File: config.mk
export PLATFORM = sky130hd
export DESIGN_NAME = mc_ctrl_fsm
export DESIGN_NICKNAME = d
export VERILOG_FILES = /design/src/rtl/mc_ctrl_fsm_pkg.sv /design/src/rtl/mc_ctrl_fsm_instr_decode.sv /design/src/rtl/mc_ctrl_fsm.sv
export SDC_FILE = /design/constraint.sdc
export NUM_CORES = 1
export LEC_CHECK = 0
export BUFFER_PORTS_ARGS = -buffer_cell sky130_fd_sc_hd__buf_2
export CORE_AREA = 3 3 50 52
export CTS_BUF_LIST = sky130_fd_sc_hd__clkbuf_4
export DETAILED_ROUTE_END_ITERATION = 12
export DIE_AREA = 0 0 53 55
export SKIP_CTS_REPAIR_TIMING = 1
export SLEW_MARGIN = 25
export SYNTH_ARGS = -nofsm -noshare
export SYNTH_HDL_FRONTEND = slang
export SYNTH_SLANG_ARGS = --single-unit
File: constraint.sdc
create_clock -name clk -period 1.8 [get_ports clk]
set_clock_uncertainty 0.15 [all_clocks]
set_input_delay 0.27 -clock clk [delete_from_list [all_inputs] [get_ports clk]]
set_output_delay 0.27 -clock clk [all_outputs]
set_load 0.02 [all_outputs]
File: src/rtl/mc_ctrl_fsm_pkg.sv
// Shared encodings for the multi-cycle controller: control-field codes, opcodes/functs,
// FSM states and decoded instruction classes.
package mc_ctrl_fsm_pkg;

   localparam int OP_W    = 6;
   localparam int FUNCT_W = 6;
   localparam int STATE_W = 3;
   localparam int EXTOP_W = 2;
   localparam int ALUOP_W = 3;
   localparam int NPCOP_W = 2;
   localparam int WDSEL_W = 1;

   localparam logic [EXTOP_W-1:0] EXT_SIGNED = 2'd0;
   localparam logic [EXTOP_W-1:0] EXT_UNSIGN = 2'd1;
   localparam logic [EXTOP_W-1:0] EXT_HIGH16 = 2'd2;

   localparam logic [ALUOP_W-1:0] ALU_ADD = 3'd0;
   localparam logic [ALUOP_W-1:0] ALU_SUB = 3'd1;
   localparam logic [ALUOP_W-1:0] ALU_AND = 3'd2;
   localparam logic [ALUOP_W-1:0] ALU_OR  = 3'd3;
   localparam logic [ALUOP_W-1:0] ALU_SLT = 3'd4;
   localparam logic [ALUOP_W-1:0] ALU_LUI = 3'd5;

   localparam logic [NPCOP_W-1:0] NPC_PLUS4  = 2'd0;
   localparam logic [NPCOP_W-1:0] NPC_BRANCH = 2'd1;
   localparam logic [NPCOP_W-1:0] NPC_JUMP   = 2'd2;

   localparam logic [WDSEL_W-1:0] WD_ALU = 1'b0;
   localparam logic [WDSEL_W-1:0] WD_MEM = 1'b1;

   localparam logic [OP_W-1:0] OP_RTYPE = 6'h00;
   localparam logic [OP_W-1:0] OP_J     = 6'h02;
   localparam logic [OP_W-1:0] OP_BEQ   = 6'h04;
   localparam logic [OP_W-1:0] OP_ADDIU = 6'h09;
   localparam logic [OP_W-1:0] OP_ORI   = 6'h0D;
   localparam logic [OP_W-1:0] OP_LUI   = 6'h0F;
   localparam logic [OP_W-1:0] OP_LW    = 6'h23;
   localparam logic [OP_W-1:0] OP_SW    = 6'h2B;

   localparam logic [FUNCT_W-1:0] FN_ADD  = 6'h20;
   localparam logic [FUNCT_W-1:0] FN_ADDU = 6'h21;
   localparam logic [FUNCT_W-1:0] FN_SUB  = 6'h22;
   localparam logic [FUNCT_W-1:0] FN_SUBU = 6'h23;
   localparam logic [FUNCT_W-1:0] FN_AND  = 6'h24;
   localparam logic [FUNCT_W-1:0] FN_OR   = 6'h25;
   localparam logic [FUNCT_W-1:0] FN_SLT  = 6'h2A;

   typedef enum logic [STATE_W-1:0] {
      S_FETCH = 3'd0,
      S_DCD   = 3'd1,
      S_EXE   = 3'd2,
      S_MEM   = 3'd3,
      S_WB    = 3'd4
   } state_t;

   typedef enum logic [2:0] {
      C_RTYPE = 3'd0,
      C_ALUI  = 3'd1,
      C_LW    = 3'd2,
      C_SW    = 3'd3,
      C_BEQ   = 3'd4,
      C_J     = 3'd5,
      C_ILL   = 3'd6
   } iclass_t;

endpackage

File: src/rtl/mc_ctrl_fsm_instr_decode.sv
// Combinational instruction decoder: Op/Funct to instruction class, extender mode,
// ALU operation and illegal flag.
module mc_ctrl_fsm_instr_decode
   import mc_ctrl_fsm_pkg::*;
(
   input  logic [OP_W-1:0]    Op,
   input  logic [FUNCT_W-1:0] Funct,
   output iclass_t            dec_class,
   output logic [EXTOP_W-1:0] dec_ext,
   output logic [ALUOP_W-1:0] dec_alu,
   output logic               dec_illegal
);

   // Opcode and function-field decode
   always_comb begin
      dec_class = C_ILL;
      dec_ext   = EXT_SIGNED;
      dec_alu   = ALU_ADD;
      case (Op)
         OP_RTYPE: begin
            dec_class = C_RTYPE;
            case (Funct)
               FN_ADD, FN_ADDU: dec_alu = ALU_ADD;
               FN_SUB, FN_SUBU: dec_alu = ALU_SUB;
               FN_AND:          dec_alu = ALU_AND;
               FN_OR:           dec_alu = ALU_OR;
               FN_SLT:          dec_alu = ALU_SLT;
               default:         dec_class = C_ILL;
            endcase
         end
         OP_J:     dec_class = C_J;
         OP_BEQ: begin
            dec_class = C_BEQ;
            dec_alu   = ALU_SUB;
         end
         OP_ADDIU: dec_class = C_ALUI;
         OP_ORI: begin
            dec_class = C_ALUI;
            dec_ext   = EXT_UNSIGN;
            dec_alu   = ALU_OR;
         end
         OP_LUI: begin
            dec_class = C_ALUI;
            dec_ext   = EXT_HIGH16;
            dec_alu   = ALU_LUI;
         end
         OP_LW:    dec_class = C_LW;
         OP_SW:    dec_class = C_SW;
         default:  dec_class = C_ILL;
      endcase
      dec_illegal = (dec_class == C_ILL);
   end

endmodule

File: src/rtl/mc_ctrl_fsm.sv
// Multi-cycle control FSM: FETCH/DCD/EXE/MEM/WB sequencing with a req/ack memory stall.
// Decode fields are latched in DCD; a synchronous reset masks every pulse in its cycle.
module mc_ctrl_fsm
   import mc_ctrl_fsm_pkg::*;
(
   input  logic               clk,
   input  logic               rst,
   input  logic [OP_W-1:0]    Op,
   input  logic [FUNCT_W-1:0] Funct,
   input  logic               Zero,
   input  logic               mem_ack,
   output logic               mem_req,
   output logic               DMWr,
   output logic               IRWr,
   output logic               PCWr,
   output logic [NPCOP_W-1:0] NPCOp,
   output logic               RFWr,
   output logic [WDSEL_W-1:0] WDSel,
   output logic [EXTOP_W-1:0] ExtOp,
   output logic [ALUOP_W-1:0] ALUOp,
   output logic               illegal
);

   state_t               state_r, state_nxt_s;
   iclass_t              class_r, dec_class_s;
   logic [EXTOP_W-1:0]   ext_r, dec_ext_s;
   logic [ALUOP_W-1:0]   alu_r, dec_alu_s;
   logic                 dec_illegal_s;
   logic                 mem_req_s, dmwr_s, irwr_s, pcwr_s, rfwr_s, illegal_s;
   logic [NPCOP_W-1:0]   npc_s;
   logic [WDSEL_W-1:0]   wdsel_s;

   mc_ctrl_fsm_instr_decode u_decode (
      .Op          (Op),
      .Funct       (Funct),
      .dec_class   (dec_class_s),
      .dec_ext     (dec_ext_s),
      .dec_alu     (dec_alu_s),
      .dec_illegal (dec_illegal_s)
   );

   // State register
   always_ff @(posedge clk) begin
      if (rst) begin
         state_r <= S_FETCH;
      end else begin
         state_r <= state_nxt_s;
      end
   end

   // Decode fields captured in DCD and held until the next DCD
   always_ff @(posedge clk) begin
      if (rst) begin
         class_r <= C_RTYPE;
         ext_r   <= EXT_SIGNED;
         alu_r   <= ALU_ADD;
      end else if (state_r == S_DCD) begin
         class_r <= dec_class_s;
         ext_r   <= dec_ext_s;
         alu_r   <= dec_alu_s;
      end else begin
         class_r <= class_r;
         ext_r   <= ext_r;
         alu_r   <= alu_r;
      end
   end

   // Next-state and control decode
   always_comb begin
      state_nxt_s = S_FETCH;
      mem_req_s   = 1'b0;
      dmwr_s      = 1'b0;
      irwr_s      = 1'b0;
      pcwr_s      = 1'b0;
      rfwr_s      = 1'b0;
      illegal_s   = 1'b0;
      npc_s       = NPC_PLUS4;
      wdsel_s     = WD_ALU;
      case (state_r)
         S_FETCH: begin
            mem_req_s = 1'b1;
            if (mem_ack) begin
               irwr_s      = 1'b1;
               pcwr_s      = 1'b1;
               state_nxt_s = S_DCD;
            end else begin
               state_nxt_s = S_FETCH;
            end
         end
         S_DCD: begin
            // jump and illegal resolve here from the live IR, before anything is latched
            if (dec_class_s == C_J) begin
               pcwr_s      = 1'b1;
               npc_s       = NPC_JUMP;
               state_nxt_s = S_FETCH;
            end else if (dec_illegal_s) begin
               illegal_s   = 1'b1;
               state_nxt_s = S_FETCH;
            end else begin
               state_nxt_s = S_EXE;
            end
         end
         S_EXE: begin
            case (class_r)
               C_BEQ: begin
                  pcwr_s      = Zero;
                  npc_s       = NPC_BRANCH;
                  state_nxt_s = S_FETCH;
               end
               C_LW, C_SW: state_nxt_s = S_MEM;
               default:    state_nxt_s = S_WB;
            endcase
         end
         S_MEM: begin
            mem_req_s = 1'b1;
            dmwr_s    = (class_r == C_SW);
            if (mem_ack) begin
               state_nxt_s = (class_r == C_SW) ? S_FETCH : S_WB;
            end else begin
               state_nxt_s = S_MEM;
            end
         end
         S_WB: begin
            rfwr_s      = 1'b1;
            wdsel_s     = (class_r == C_LW) ? WD_MEM : WD_ALU;
            state_nxt_s = S_FETCH;
         end
         default: state_nxt_s = S_FETCH;
      endcase
   end

   assign mem_req = mem_req_s & ~rst;
   assign DMWr    = dmwr_s    & ~rst;
   assign IRWr    = irwr_s    & ~rst;
   assign PCWr    = pcwr_s    & ~rst;
   assign RFWr    = rfwr_s    & ~rst;
   assign illegal = illegal_s & ~rst;
   assign NPCOp   = rst ? NPC_PLUS4 : npc_s;
   assign WDSel   = rst ? WD_ALU : wdsel_s;
   assign ExtOp   = ext_r;
   assign ALUOp   = alu_r;

endmodule

==> results of run 1 <==
## cell usage in the layout, fill, tap and decap left out, drive strengths merged, types with 2 or more instances in the layout
cell / count
buf: 60
nor2: 14
dfxtp: 11
nor3: 9
nand2: 6
nand3: 5
o21ai: 5
clkbuf: 4
inv: 4
a21oi: 4
a311oi: 4
nor3b: 3
nand2b: 3
nor4: 3
xor2: 3
nor2b: 2
or3: 2
o31ai: 2
a31o: 2
and2: 2
## sequential cells by signal, indices dropped and copies added, names as in the netlist
name     flops
ExtOp        2
ALUOp        3
class_r      3
state_r      3
## routing by layer
metal / global-route usage / part of all wire / up-vias
met5: 0 / 0 / -
met4: 0.0511 / 0.0085 / 0
met3: 0.0188 / 0.041 / 2
met2: 0.293 / 0.54 / 24
met1: 0.191 / 0.41 / 436
li1: - / - / 488
## cells in the mapped netlist (3+ instances only)
master,instances,area [um2]
sky130_fd_sc_hd__xor2_1,3,26.3
sky130_fd_sc_hd__dfxtp_1,11,220
sky130_fd_sc_hd__nand3_1,5,25.0
sky130_fd_sc_hd__nor3_2,3,30.0
sky130_fd_sc_hd__inv_1,3,11.3
sky130_fd_sc_hd__nor3_1,6,30.0
sky130_fd_sc_hd__nor2_1,13,48.8
sky130_fd_sc_hd__a21oi_1,4,20.0
sky130_fd_sc_hd__nand2_1,6,22.5
sky130_fd_sc_hd__nor3b_1,3,22.5
sky130_fd_sc_hd__o21ai_0,3,15.0
## critical path: cells and delay by family
family                 cells  cell delay, ps
AND/OR/NAND/NOR            2             700
buffers and inverters      3             360
AO/OA/AOI/OAI              1             170
## layout make-up
cell class	instances	area, um2	area share
Timing Repair Buffer	60	422	0.319
Sequential cell	11	223	0.168
Clock buffer	4	30.0	0.0227
Inverter	4	15.0	0.0113
Multi-Input combinational cell	81	599	0.453
Tap cell	28	35.0	0.0265
## cells by family (layout without fill, tap and decap cells)
logic type | Yosys count | after routing
buffers and inverters | 9 | 68
AO/OA/AOI/OAI | 23 | 23
XOR/XNOR | 3 | 3
AND/OR/NAND/NOR | 54 | 54
flip-flops | 11 | 11
multiplexers | 1 | 1
## through the flow
step | power, mW | util | setup TNS (ps)
2_1_floorplan | 0.365 | - | -544
3_3_place_gp | 0.442 | 0.531 | -198
3_5_place_dp | 0.447 | 0.531 | -458
4_1_cts | 0.624 | 0.545 | -644
5_1_grt | 0.692 | 0.616 | -690
6_report | 0.655 | 0.616 | -302
## worst max path at each step
stage / from / endpoint / slack, ps / depth (start not counted)
5_1_grt: Op[3] / illegal / -200 / 8
3_3_place_gp: Op[0] / illegal / -130 / 6
2_1_floorplan: state_r[1]$_SDFF_PP0_ / PCWr / -180 / 5
4_1_cts: state_r[0]$_SDFF_PP0_ / PCWr / -220 / 4
6_report: Op[2] / PCWr / -130 / 6
3_5_place_dp: Op[0] / illegal / -190 / 6
## power breakdown
group          internal [mW]  switching, mW
Combinational          0.106          0.108
Sequential             0.254        0.00648
Clock                  0.101         0.0800
Total                  0.461          0.194
==> results by group, run 1 <==
Cells and area
  – Layout Area Growth over Synthesis: 62.3%
  – Fill cell total of the finished layout: between 150 and 200
  – Final std cell area, no fill: 0.00132 mm2
  – Final net count: roughly 180
  – Layout Cells excl Fill: 188
  – Antenna diode count: 0
  – Fraction of final layout cells sized beyond drive strength 1: 0.556

Yosys
  – Number of distinct standard cells referenced by the synthesized netlist: 44
  – Sequential area share after synthesis: 0.270
  – Post-Synth XOR/XNOR Area: 0.0322
  – Net count of the mapped netlist: between 100 and 150
  – Register bit total from synthesis: 11
  – Adder-cell share of the synthesized area: 0
  – Commonest register cell after synthesis: sky130_fd_sc_hd__dfxtp_1
  – Multiplexer fraction of the synthesized cell area: 0.0123
  – Number of enable flip-flop cells after synthesis: 0
  – Synth Instances: approximately 100
  – Count of warnings emitted by yosys: 0
  – Post-synthesis compound-gate area fraction: 0.210
  – Async set-reset flop share out of synthesis: 0
  – Dominant combinational cell family by area after synthesis: simple AND/OR/NAND/NOR gates
  – Synthesized area divided by synthesized cell count: around 8.1 um2
  – Cell area after technology mapping: ~820 um2
  – Simple-gate area share of the yosys netlist: 0.405

Floorplan
  – Initial core utilization: 0.380
  – Die Width: approximately 53 um
  – Vertical die dimension: ~55 um
  – Core ar.: approximately 0.0021 mm2
  – Die area: around 0.0029 mm2
  – Floorplan row count: 17
  – I/O pin count: 30

Global route
  – Global-route wire length before repair: ~3500 um
  – Number of global-route vias before repair: between 800 and 900
  – Number of antenna violations at the first check in global routing: 0
  – Overflow left after global routing: 0
  – Total routing usage reported by global routing: 0.159
  – Largest net degree at the start of global routing: 14

Placement
  – DPL Wire Length: 1770 um
  – Routability congestion estimate: ~0.8
  – Placed Cells incl. Taps: 176
  – Area of placed instances: 0.00114 mm2
  – I/O Buffers: 29
  – Pre-CTS worst setup slack: -195 ps

STA
  – Final Max Slew Viols: 0
  – Least setup slack across all paths after layout: -126 ps
  – Endpoints failing setup: 5
  – Minimum hold slack: ~220 ps
  – Headroom to the max-slew limit: 0.724
  – Highest Clock Rate: slightly above 500 MHz
  – RSZ-0062 raised after global routing: yes
  – Clock period minus final worst setup slack: just under 2000 ps
  – Final worst-path cycle share: 1.07
  – Number of endpoints with negative hold slack in the final report: 0
  – Worst slew pin tran: a little over 400 ps

Clocking
  – TritonCTS Buffers: 3
  – Clock-pin slew on the worst setup and hold paths: ~70 ps
  – Cell chosen for the clock root: sky130_fd_sc_hd__clkbuf_4
  – Number of buffers on the longest clock path: 2
  – Number of clock sinks: 11
  – Number of H-tree levels: 1
  – Clock tree from TritonCTS: built
  – Clock network latency to the later pin of the worst-skew pair: 260 ps

Setup path
  – Cell Chain, Critical Path: buf_2 > or3_4 > buf_6 > nor4_4 > a31o_1 > buf_6
  – RR Endpoint: state_r[1]$_SDFF_PP0_
  – CP required: between 1000 and 1500 ps
  – Slowest library cell on the worst path: sky130_fd_sc_hd__or3_4
  – Register-to-register path setup slack: around 210 ps
  – Peak fanout along the critical path: 3
  – Data arrival time of the worst path: between 1500 and 2000 ps
  – Cell repeated most along the worst path: sky130_fd_sc_hd__buf_6
  – Startpoint kind of the worst setup timing path: input pin
  – Number of cells on the worst reg-to-reg path: 6
  – Crit end category: primary output
  – Crit Path Category: in2out
  – Slowest cell delay on critical path: between 400 and 500 ps
  – RR Startpoint: state_r[1]$_SDFF_PP0_

Route
  – Number of search-and-repair iterations in the first detailed-routing pass: 2
  – Routed Wire Length: between 2000 and 2500 um
  – Detailed-route via count: between 900 and 1000
  – Antenna Nets Post-Route: 0
  – Wire per inst: 12.5 um
  – Drt via density: just over 5
  – Iteration-0 DRC count of the detailed router: 5
  – Post-detailed-route DRC marker count: 0

Worst hold path
  – Endpoint with the worst hold slack: class_r[0]$_SDFFE_PP0P_
  – Depth of the worst hold-timing path: 2
  – Min-Delay Startpoint: rst
  – Class of the most critical hold timing path: in2reg

Flow run
  – Max_cap viols: 0

Power
  – Maximum vdd ir drop: 0.224 mV
  – Cell leakage power: 0.573 nW
  – Pwr/cell area: ~490 mW/mm2

Run status
  – Violations in the final reports: setup timing
  – Run status: complete, but fails checks
Note: power is estimated with default switching activity, not from simulation.
==> run 2, diff against run 1 <==
--- a/config.mk
+++ b/config.mk
@@ -6,10 +6,13 @@
 export NUM_CORES = 1
 export LEC_CHECK = 0
 export BUFFER_PORTS_ARGS = -buffer_cell sky130_fd_sc_hd__buf_2
-export CORE_AREA = 3 3 50 52
+export CELL_PAD_IN_SITES_DETAIL_PLACEMENT = 0
+export CELL_PAD_IN_SITES_GLOBAL_PLACEMENT = 1
+export CORE_AREA = 3 3 52 54
 export CTS_BUF_LIST = sky130_fd_sc_hd__clkbuf_4
 export DETAILED_ROUTE_END_ITERATION = 12
-export DIE_AREA = 0 0 53 55
+export DIE_AREA = 0 0 55 57
+export PLACE_DENSITY_LB_ADDON = 0.1
 export SKIP_CTS_REPAIR_TIMING = 1
 export SLEW_MARGIN = 25
 export SYNTH_ARGS = -nofsm -noshare
==> results by group, run 2 (synthesis gave the netlist of run 1 again) <==
Setup path
  – Crit Path Category: reg2out
  – Slowest library cell on the worst path: sky130_fd_sc_hd__or3b_4
  – Crit end category: primary output
  – Peak fanout along the critical path: 2
  – CP required: approximately 1400 ps
  – Startpoint kind of the worst setup timing path: flip-flop
  – Slowest cell delay on critical path: 390 ps
  – Data arrival time of the worst path: roughly 1500 ps
  – Number of buffers and inverters on the critical path: 1
  – Cell Chain, Critical Path: or3b_4 > nor4_4 > a31o_1 > buf_6
  – Cell family with most CP delay: simple AND/OR/NAND/NOR gates

Run status
  – Run status: complete, but fails checks
  – Violations in the final reports: setup timing

Power
  – P_int: approximately 450 uW
  – Overall power consumption: roughly 640 uW
  – Switching portion of total power: 0.304
  – Clock share of power: 0.285
  – Psw: around 200 uW
  – Maximum vdd ir drop: approximately 0.25 mV
  – Combinational share of power: 0.311
  – Sequential fraction of design power: 0.404
  – Pwr/cell area: about 510 mW/mm2
  – Cell leakage power: 0.550 nW

Global route
  – Largest net degree at the start of global routing: 11
  – Total routing usage reported by global routing: 0.164
  – Global-route wire length before repair: roughly 3900 um
  – Number of global-route vias before repair: 900
  – Number of antenna violations at the first check in global routing: 0
  – Overflow left after global routing: 0

Floorplan
  – Die Width: roughly 55 um
  – Core ar.: ~0.0023 mm2
  – Die area: roughly 0.0031 mm2
  – Initial core utilization: 0.362
  – I/O pin count: 30
  – Vertical die dimension: around 57 um
  – Floorplan row count: 17

STA
  – Number of endpoints with negative hold slack in the final report: 0
  – Minimum hold slack: 218 ps
  – Least setup slack across all paths after layout: -124 ps
  – Final worst-path cycle share: 1.07
  – Highest Clock Rate: between 500 and 600 MHz
  – Clock period minus final worst setup slack: 1920 ps
  – Final Max Slew Viols: 0
  – Setup total negative slack: -415 ps
  – RSZ-0062 raised after global routing: yes
  – Worst slew pin tran: about 360 ps
  – Endpoints failing setup: 5
  – Headroom to the max-slew limit: 0.755

Route
  – Detailed-route via count: between 900 and 1000
  – Number of search-and-repair iterations in the first detailed-routing pass: 5
  – Drt via density: between 5 and 6
  – Antenna Nets Post-Route: 0
  – Iteration-0 DRC count of the detailed router: 15
  – Wire per inst: 13.1 um
  – Routed Wire Length: about 2400 um
  – Post-detailed-route DRC marker count: 0

Flow run
  – Max_cap viols: 0

Cells and area
  – Commonest non-fill, non-tap cell in the layout: sky130_fd_sc_hd__buf_4
  – Layout Cells excl Fill: between 150 and 200
  – Final net count: approximately 170
  – Fraction of final layout cells sized beyond drive strength 1: 0.539
  – Antenna diode count: 0
  – Most frequent cells in the layout: sky130_fd_sc_hd__buf_4 (27), sky130_fd_sc_hd__buf_2 (24), sky130_fd_sc_hd__nor2_1 (12)
  – Layout Area Growth over Synthesis: 55.5%
  – Final design utilization: 0.563
  – Final std cell area, no fill: 0.00127 mm2

Clocking
  – Clock network latency to the later pin of the worst-skew pair: about 270 ps
  – Number of buffers on the longest clock path: 2
  – Cell chosen for the clock root: sky130_fd_sc_hd__clkbuf_4
  – TritonCTS Buffers: 3
  – Number of H-tree levels: 1
  – Number of clock sinks: 11
  – Clock-pin slew on the worst setup and hold paths: approximately 70 ps
  – Clock tree from TritonCTS: built

Worst hold path
  – Class of the most critical hold timing path: in2reg

Placement
  – Area of placed instances: 0.00116 mm2
  – Pre-CTS worst setup slack: -164 ps
  – Placed Cells incl. Taps: around 180
  – I/O Buffers: 29
  – Routability congestion estimate: around 0.77
  – DPL Wire Length: about 1800 um
-- run 2: worst register-to-register path: cells and delay by family (launching register included) --
family          cells  cell delay (ps)
simple gates        3              640
buf+inv             1              180
compound gates      2              270
flops               1              330
-- run 2: final timing paths --
path | end | from | slack (ps) | depth (start not counted)
max | PCWr | state_r[2]$_SDFF_PP0_ | -120 | 4
min reg2reg | ExtOp[0]$_SDFFE_PP0P_ | ExtOp[0]$_SDFFE_PP0P_ | 310 | 2
min | ALUOp[0]$_SDFFE_PP0P_ | Funct[3] | 220 | 4
max reg2reg | state_r[1]$_SDFF_PP0_ | state_r[2]$_SDFF_PP0_ | 170 | 6
-- run 2: cell type report --
cell class | instances | area, um2
clock buffer | 4 | 30.0
fill | 235 | 986
inverter | 4 | 15.0
multi-input combinational | 81 | 609
sequential | 11 | 223
tap | 28 | 35.0
timing repair buffer | 54 | 357
-- run 2: power by group through the flow --
| stage | logic (mW) | registers [mW] | clock network [mW] |
|---|---|---|---|
| finish | 0.200 | 0.260 | 0.184 |
| global route | 0.220 | 0.262 | 0.206 |
| CTS | 0.186 | 0.260 | 0.193 |
| detailed placement | 0.185 | 0.265 | 0 |
| global placement | 0.183 | 0.265 | 0 |
| floorplan | 0.0952 | 0.270 | 0 |
-- run 2: routing by layer --
metal  GRT usage  wire (um)  vias up
met3      0.0157        119        2
met4      0.0729         16        0
met2       0.272       1240       33
li1            -          -      483
met5           0          0        -
met1       0.209       1020      443
